==> config.mk <==
export PLATFORM = sky130hd
export DESIGN_NAME = div_unit
export DESIGN_NICKNAME = d
export VERILOG_FILES = /design/src/rtl/div_unit.sv
export SDC_FILE = /design/constraint.sdc
export NUM_CORES = 1
export LEC_CHECK = 0
export BUFFER_PORTS_ARGS = -buffer_cell sky130_fd_sc_hd__buf_4
export CELL_PAD_IN_SITES_DETAIL_PLACEMENT = 0
export CELL_PAD_IN_SITES_GLOBAL_PLACEMENT = 1
export CORE_UTILIZATION = 30
export DETAILED_ROUTE_END_ITERATION = 8
export PLACE_DENSITY = 0.6
export SLEW_MARGIN = 20
export SYNTH_ARGS = -nofsm -noshare
export SYNTH_HDL_FRONTEND = slang
export SYNTH_SLANG_ARGS = --single-unit
==> constraint.sdc <==
create_clock -name CLK -period 8.5 [get_ports CLK]
set_clock_uncertainty 0.05 [all_clocks]
set_input_delay 0.425 -clock CLK [delete_from_list [all_inputs] [get_ports CLK]]
set_output_delay 0.425 -clock CLK [all_outputs]
set_load 0.02 [all_outputs]
==> src/rtl/div_unit.sv <==
// div_unit -- iterative radix-2 restoring divider for RV32M DIV/DIVU/REM/REMU.
//
// Sits in EX beside the ALU. A request is taken when START is high in IDLE or
// OUT. Divide-by-zero and signed overflow resolve on the accepting edge and go
// straight to OUT. Every other request runs 32 shift/subtract iterations (CALC),
// one sign-fix cycle (FIX), then pulses DONE for one cycle (OUT). BUSY is high
// in CALC and FIX so the front end can stall.
//
// Ports
//   CLK      in   rising-edge clock
//   RESET_N  in   asynchronous active-low reset
//   START    in   request; sampled only in IDLE or OUT
//   FUNCT    in   [1:0] 00 DIV, 01 DIVU, 10 REM, 11 REMU
//   DATA1    in   [XLEN-1:0] dividend (rs1)
//   DATA2    in   [XLEN-1:0] divisor (rs2)
//   FLUSH    in   synchronous abort; wins over START
//   BUSY     out  high in CALC and FIX (pipeline stall)
//   DONE     out  one-cycle pulse in OUT; RESULT valid
//   RESULT   out  [XLEN-1:0] quotient or remainder; holds until the next write
//
// All outputs come straight from flops; there is no input-to-output path.

module div_unit #(
   parameter int XLEN = 32
) (
   input  logic            CLK,
   input  logic            RESET_N,
   input  logic            START,
   input  logic [1:0]      FUNCT,
   input  logic [XLEN-1:0] DATA1,
   input  logic [XLEN-1:0] DATA2,
   input  logic            FLUSH,
   output logic            BUSY,
   output logic            DONE,
   output logic [XLEN-1:0] RESULT
);

   localparam int CW = $clog2(XLEN);
   localparam logic [CW-1:0]   LAST_ITER = CW'(XLEN - 1);
   localparam logic [XLEN-1:0] MIN_NEG   = {1'b1, {(XLEN-1){1'b0}}};

   typedef enum logic [1:0] {
      S_IDLE,
      S_CALC,
      S_FIX,
      S_OUT
   } state_t;

   state_t          state;
   logic [CW-1:0]   cnt;
   logic [XLEN-1:0] rem;       // partial remainder
   logic [XLEN-1:0] quo;       // dividend shifts out the top, quotient in the bottom
   logic [XLEN-1:0] dvsr;      // divisor magnitude
   logic [1:0]      funct_q;
   logic            qneg;
   logic            rneg;

   // ------------------------------------------------------------------
   // Request decode (only meaningful while START is being sampled)
   // ------------------------------------------------------------------
   logic            is_signed;
   logic            neg1;
   logic            neg2;
   logic [XLEN-1:0] mag1;
   logic [XLEN-1:0] mag2;
   logic            div_zero;
   logic            ovf;
   logic [XLEN-1:0] special_res;

   always_comb begin
      is_signed = ~FUNCT[0];
      neg1      = is_signed & DATA1[XLEN-1];
      neg2      = is_signed & DATA2[XLEN-1];
      mag1      = neg1 ? ({XLEN{1'b0}} - DATA1) : DATA1;
      mag2      = neg2 ? ({XLEN{1'b0}} - DATA2) : DATA2;
      div_zero  = (DATA2 == {XLEN{1'b0}});
      ovf       = is_signed & (DATA1 == MIN_NEG) & (&DATA2);
      // Divide-by-zero is checked first: -2^31 / 0 must give the zero-divisor
      // answers, not the overflow ones.
      if (div_zero)
         special_res = FUNCT[1] ? DATA1 : {XLEN{1'b1}};
      else
         special_res = FUNCT[1] ? {XLEN{1'b0}} : MIN_NEG;
   end

   // ------------------------------------------------------------------
   // One restoring step
   // ------------------------------------------------------------------
   // The shifted remainder can reach 2*divisor-1, which needs XLEN+1 bits;
   // one more bit on the trial holds the borrow that decides the quotient bit.
   logic [XLEN:0]   rem_sh;
   logic [XLEN+1:0] trial;
   logic            trial_ok;
   logic [XLEN-1:0] rem_next;
   logic [XLEN-1:0] quo_next;

   always_comb begin
      rem_sh   = {rem, quo[XLEN-1]};
      trial    = {1'b0, rem_sh} - {2'b00, dvsr};
      trial_ok = ~trial[XLEN+1];
      // A failed trial means rem_sh < divisor, so it already fits XLEN bits.
      rem_next = trial_ok ? trial[XLEN-1:0] : rem_sh[XLEN-1:0];
      quo_next = {quo[XLEN-2:0], trial_ok};
   end

   // ------------------------------------------------------------------
   // Sign fix-up
   // ------------------------------------------------------------------
   logic [XLEN-1:0] fix_res;

   always_comb begin
      if (funct_q[1])
         fix_res = rneg ? ({XLEN{1'b0}} - rem) : rem;
      else
         fix_res = qneg ? ({XLEN{1'b0}} - quo) : quo;
   end

   // ------------------------------------------------------------------
   // Control and datapath registers
   // ------------------------------------------------------------------
   always_ff @(posedge CLK or negedge RESET_N) begin
      if (!RESET_N) begin
         state   <= S_IDLE;
         cnt     <= '0;
         rem     <= '0;
         quo     <= '0;
         dvsr    <= '0;
         funct_q <= '0;
         qneg    <= 1'b0;
         rneg    <= 1'b0;
         BUSY    <= 1'b0;
         DONE    <= 1'b0;
         RESULT  <= '0;
      end else if (FLUSH) begin
         // Abort wherever we are; RESULT keeps the last completed answer.
         state <= S_IDLE;
         BUSY  <= 1'b0;
         DONE  <= 1'b0;
      end else begin
         case (state)
            S_IDLE, S_OUT: begin
               BUSY <= 1'b0;
               DONE <= 1'b0;
               if (START) begin
                  funct_q <= FUNCT;
                  quo     <= mag1;
                  dvsr    <= mag2;
                  qneg    <= neg1 ^ neg2;
                  rneg    <= neg1;
                  rem     <= '0;
                  cnt     <= '0;
                  if (div_zero || ovf) begin
                     // Answer known now; skip the iterations entirely.
                     RESULT <= special_res;
                     DONE   <= 1'b1;
                     state  <= S_OUT;
                  end else begin
                     BUSY  <= 1'b1;
                     state <= S_CALC;
                  end
               end else begin
                  state <= S_IDLE;
               end
            end

            S_CALC: begin
               rem <= rem_next;
               quo <= quo_next;
               if (cnt == LAST_ITER)
                  state <= S_FIX;
               else
                  cnt <= cnt + 1'b1;
            end

            S_FIX: begin
               RESULT <= fix_res;
               BUSY   <= 1'b0;
               DONE   <= 1'b1;
               state  <= S_OUT;
            end

            default: begin
               BUSY  <= 1'b0;
               DONE  <= 1'b0;
               state <= S_IDLE;
            end
         endcase
      end
   end

endmodule

==> results.sh <==
export IMPL_htree_levels=4
export IMPL_rsz0062_at_grt="no"
export IMPL_synth_enable_flop_cells=0
export IMPL_num_rows=69
export IMPL_finalHoldWorstSlack_ns=0.168
export IMPL_clk_pin_slew_ns=0.06
export IMPL_core_area_sq_um=35500
export IMPL_tightest_slew_ns=1.07
export IMPL_cp_cell_sequence="inv_1 -> ha_1 -> or4b_4 -> or4_4 -> or4_4 -> or4_4 -> o41ai_2 -> xor2_1 -> o21ai_1 -> o31a_1"
export IMPL_drive_above_1_share=0.122
export IMPL_yosys_area_top_type_share=0.325
export IMPL_ys_types=65
export IMPL_syn_area_sq_um=10800
export IMPL_setup_viol=0
export IMPL_synthTopCellsByCount="nand2_1, o21ai_0, dfrtp_1"
export IMPL_cp_common_cell="or4_4"
export IMPL_dpl_hpwl_um=25100
export IMPL_grt_overflow=0
export IMPL_grt_pass1_vias=9405
export IMPL_post_drt_wl_per_cell_um=18.1
export IMPL_port_buffers=103
export IMPL_clk_latency_ns=0.43
export IMPL_synth_cells=1343
export IMPL_drt_wl_total_um=34100
export IMPL_die_h_um=191
export IMPL_path_buf_inv=1
export IMPL_cts_tree="yes"
export IMPL_final_util=0.355
export IMPL_relSlewSlack=0.283
export IMPL_avgSynthCellArea_sq_um=8.02
export IMPL_leakagePower_nw=5.48
export IMPL_die_w_um=191
export IMPL_final_hold_viol_count=0
export IMPL_post_route_period_util=0.435
export IMPL_drv_slew=0
export IMPL_syn_nets=1455
export IMPL_min_period_ns=3.69
export IMPL_antenna_cells=0
export IMPL_outcome="completed"
export IMPL_cts_resized=0
export IMPL_drv_cap=0
export IMPL_critPathCaptureType="flop"
export IMPL_grt_max_degree=84
export IMPL_synthFlopType="dfrtp_1"
export IMPL_powerDensity_nw_per_um2=297
export IMPL_cp_max_fo=5
export IMPL_slowest_delay_ns=0.57
export IMPL_slowest_stage="or4_4"
export IMPL_drt_pass1_iterations=5
export IMPL_cpLargestDelayFamily="simple AND/OR/NAND/NOR gates"
export IMPL_max_vdd_ir_drop_mv=0.128
export IMPL_area_delta_synth_final_pct=16.9
export IMPL_via_per_inst=5.23
export IMPL_cts_sinks=140
export IMPL_yosys_top_cells_area="dfrtp_1, o21ai_0, nand2_1, xor2_1, xnor2_1"
export IMPL_hp_class="in -> reg"
export IMPL_fmax_mhz=271
export IMPL_root_buffer="clkbuf_16"
export IMPL_num_io_pins=104
export IMPL_first_iter_violations=528
export IMPL_ys_seq_area_frac=0.325
export IMPL_yosys_warnings=0
export IMPL_detail_route_antenna_nets=0
export IMPL_start_util=0.304
export IMPL_grt_use_total=0.190
export IMPL_vias=9843
export IMPL_crit_type="reg -> reg"
export IMPL_ys_ff_latch=140
export IMPL_cts_buffers_inserted=17
export IMPL_antenna_found_initial=1
export IMPL_synth_area_leader_cell="dfrtp_1"
export IMPL_fillCellCount=3741
export IMPL_drc=0
export IMPL_cts_max_path_buffers=2
export IMPL_worstSetupStartpointType="flop"
export IMPL_critPathArrivalTime_ns=3.95
export IMPL_grt_pass1_wl_um=54300
export IMPL_gp_congestion=0.829
export IMPL_synth_most_common_cell="nand2_1"
export IMPL_fin_nets=1520
export IMPL_fin_tns_setup_ns=0
export IMPL_synthArstFlopShare=1.00
export IMPL_crit_required_ns=8.75
export IMPL_dieArea_sq_um=36700
==> where the power goes <==
group          switching (mW)  internal [mW]  total [mW]  leakage (nW)
Combinational            1.07          0.666        1.73          3.34
Clock                   0.298          0.537       0.835         0.309
Sequential              0.274          0.897        1.17          1.84
==> cell families after synthesis <==
group | share of synthesized area
adders and majority gates | 0.0495
muxes | 0.0177
and+or+nand+nor | 0.177
DFF | 0.325
AOI/OAI and AO/OA | 0.267
buffers and inverters | 0.0475
xor gates and xnor gates | 0.116
==> flip-flops by register name, indices dropped and copies added (netlist names) <==
signal   flops
RESULT      32
BUSY         1
DONE         1
rem         32
quo         32
dvsr        32
qneg         1
cnt          5
rneg         1
funct_q      1
state        2
==> worst paths after layout <==
kind	from	to	slack [ns]	cells after the start
hold / removal	FLUSH	DONE	0.17	2
max in group asynchronous	RESET_N	dvsr[28]	6.47	3
min in group asynchronous	RESET_N	quo[5]	0.54	2
setup / recovery	quo[0]	RESULT[24]	4.81	10
setup reg to reg	quo[0]	RESULT[24]	4.81	10
hold reg to reg	dvsr[19]	dvsr[19]	0.43	2
==> placed cells by master (no fill, tap or decap), types with 14 or more instances in the layout <==
| cell | n |
|---|---|
| a21o_1 | 31 |
| xor2_1 | 77 |
| o41ai_1 | 14 |
| o31ai_1 | 35 |
| nand4_1 | 17 |
| buf_4 | 116 |
| nor2_1 | 80 |
| nand2_1 | 182 |
| clkbuf_16 | 17 |
| dfrtp_1 | 139 |
| nor3_1 | 17 |
| xnor2_1 | 66 |
| inv_1 | 56 |
| o211ai_1 | 23 |
| a21oi_1 | 104 |
| nand3_1 | 19 |
| or3_1 | 21 |
| mux2i_1 | 19 |
| ha_1 | 40 |
| o21ai_0 | 179 |
==> repair_timing <==
action / in CTS / in global routing
endpoints found under the hold margin: 6 / 0
setup buffers: 0 / 0
hold buffers: 1 / 0
==> cell type report <==
class | count | area (sq um) | share of cell area
timing repair buffer | 118 | 892 | 0.0708
sequential | 140 | 3500 | 0.278
clock inverter | 7 | 160 | 0.0127
inverter | 56 | 210 | 0.0167
multi-input combinational | 1075 | 6770 | 0.538
clock buffer | 25 | 475 | 0.0378
tap | 461 | 577 | 0.0458
==> stage by stage <==
| step | worst slack, ns | total power, mW | cells | area, sq um |
|---|---|---|---|---|
| final | 4.81 | 3.74 | 1882 | 12600 |
| after global routing | 4.61 | 4.04 | 1882 | 12600 |
| after CTS | 4.82 | 3.78 | 1882 | 12600 |
| after detailed placement | 4.44 | 2.92 | 1849 | 11900 |
| after global placement | 4.45 | 2.91 | 1849 | 11900 |
| after floorplan | 5.14 | 2.36 | 1343 | 10800 |
==> metal layers <==
layer | global-route usage | vias up | share of wire
met1 | 0.278 | 4655 | 0.51
met5 | 0 | - | 0
li1 | - | 4968 | -
met4 | 0.0479 | 0 | 0.013
met2 | 0.295 | 195 | 0.44
met3 | 0.0218 | 25 | 0.032
==> worst register-to-register path, stage by stage, from the launching register on <==
cell and delay, ns:
dfrtp_1 0.44, inv_1 0.11, ha_1 0.18, or4b_4 0.49, or4_4 0.46, or4_4 0.47, or4_4 0.58, o41ai_2 0.25
xor2_1 0.17, o21ai_1 0.12, o31a_1 0.26
(Power assumes the default switching activity.)
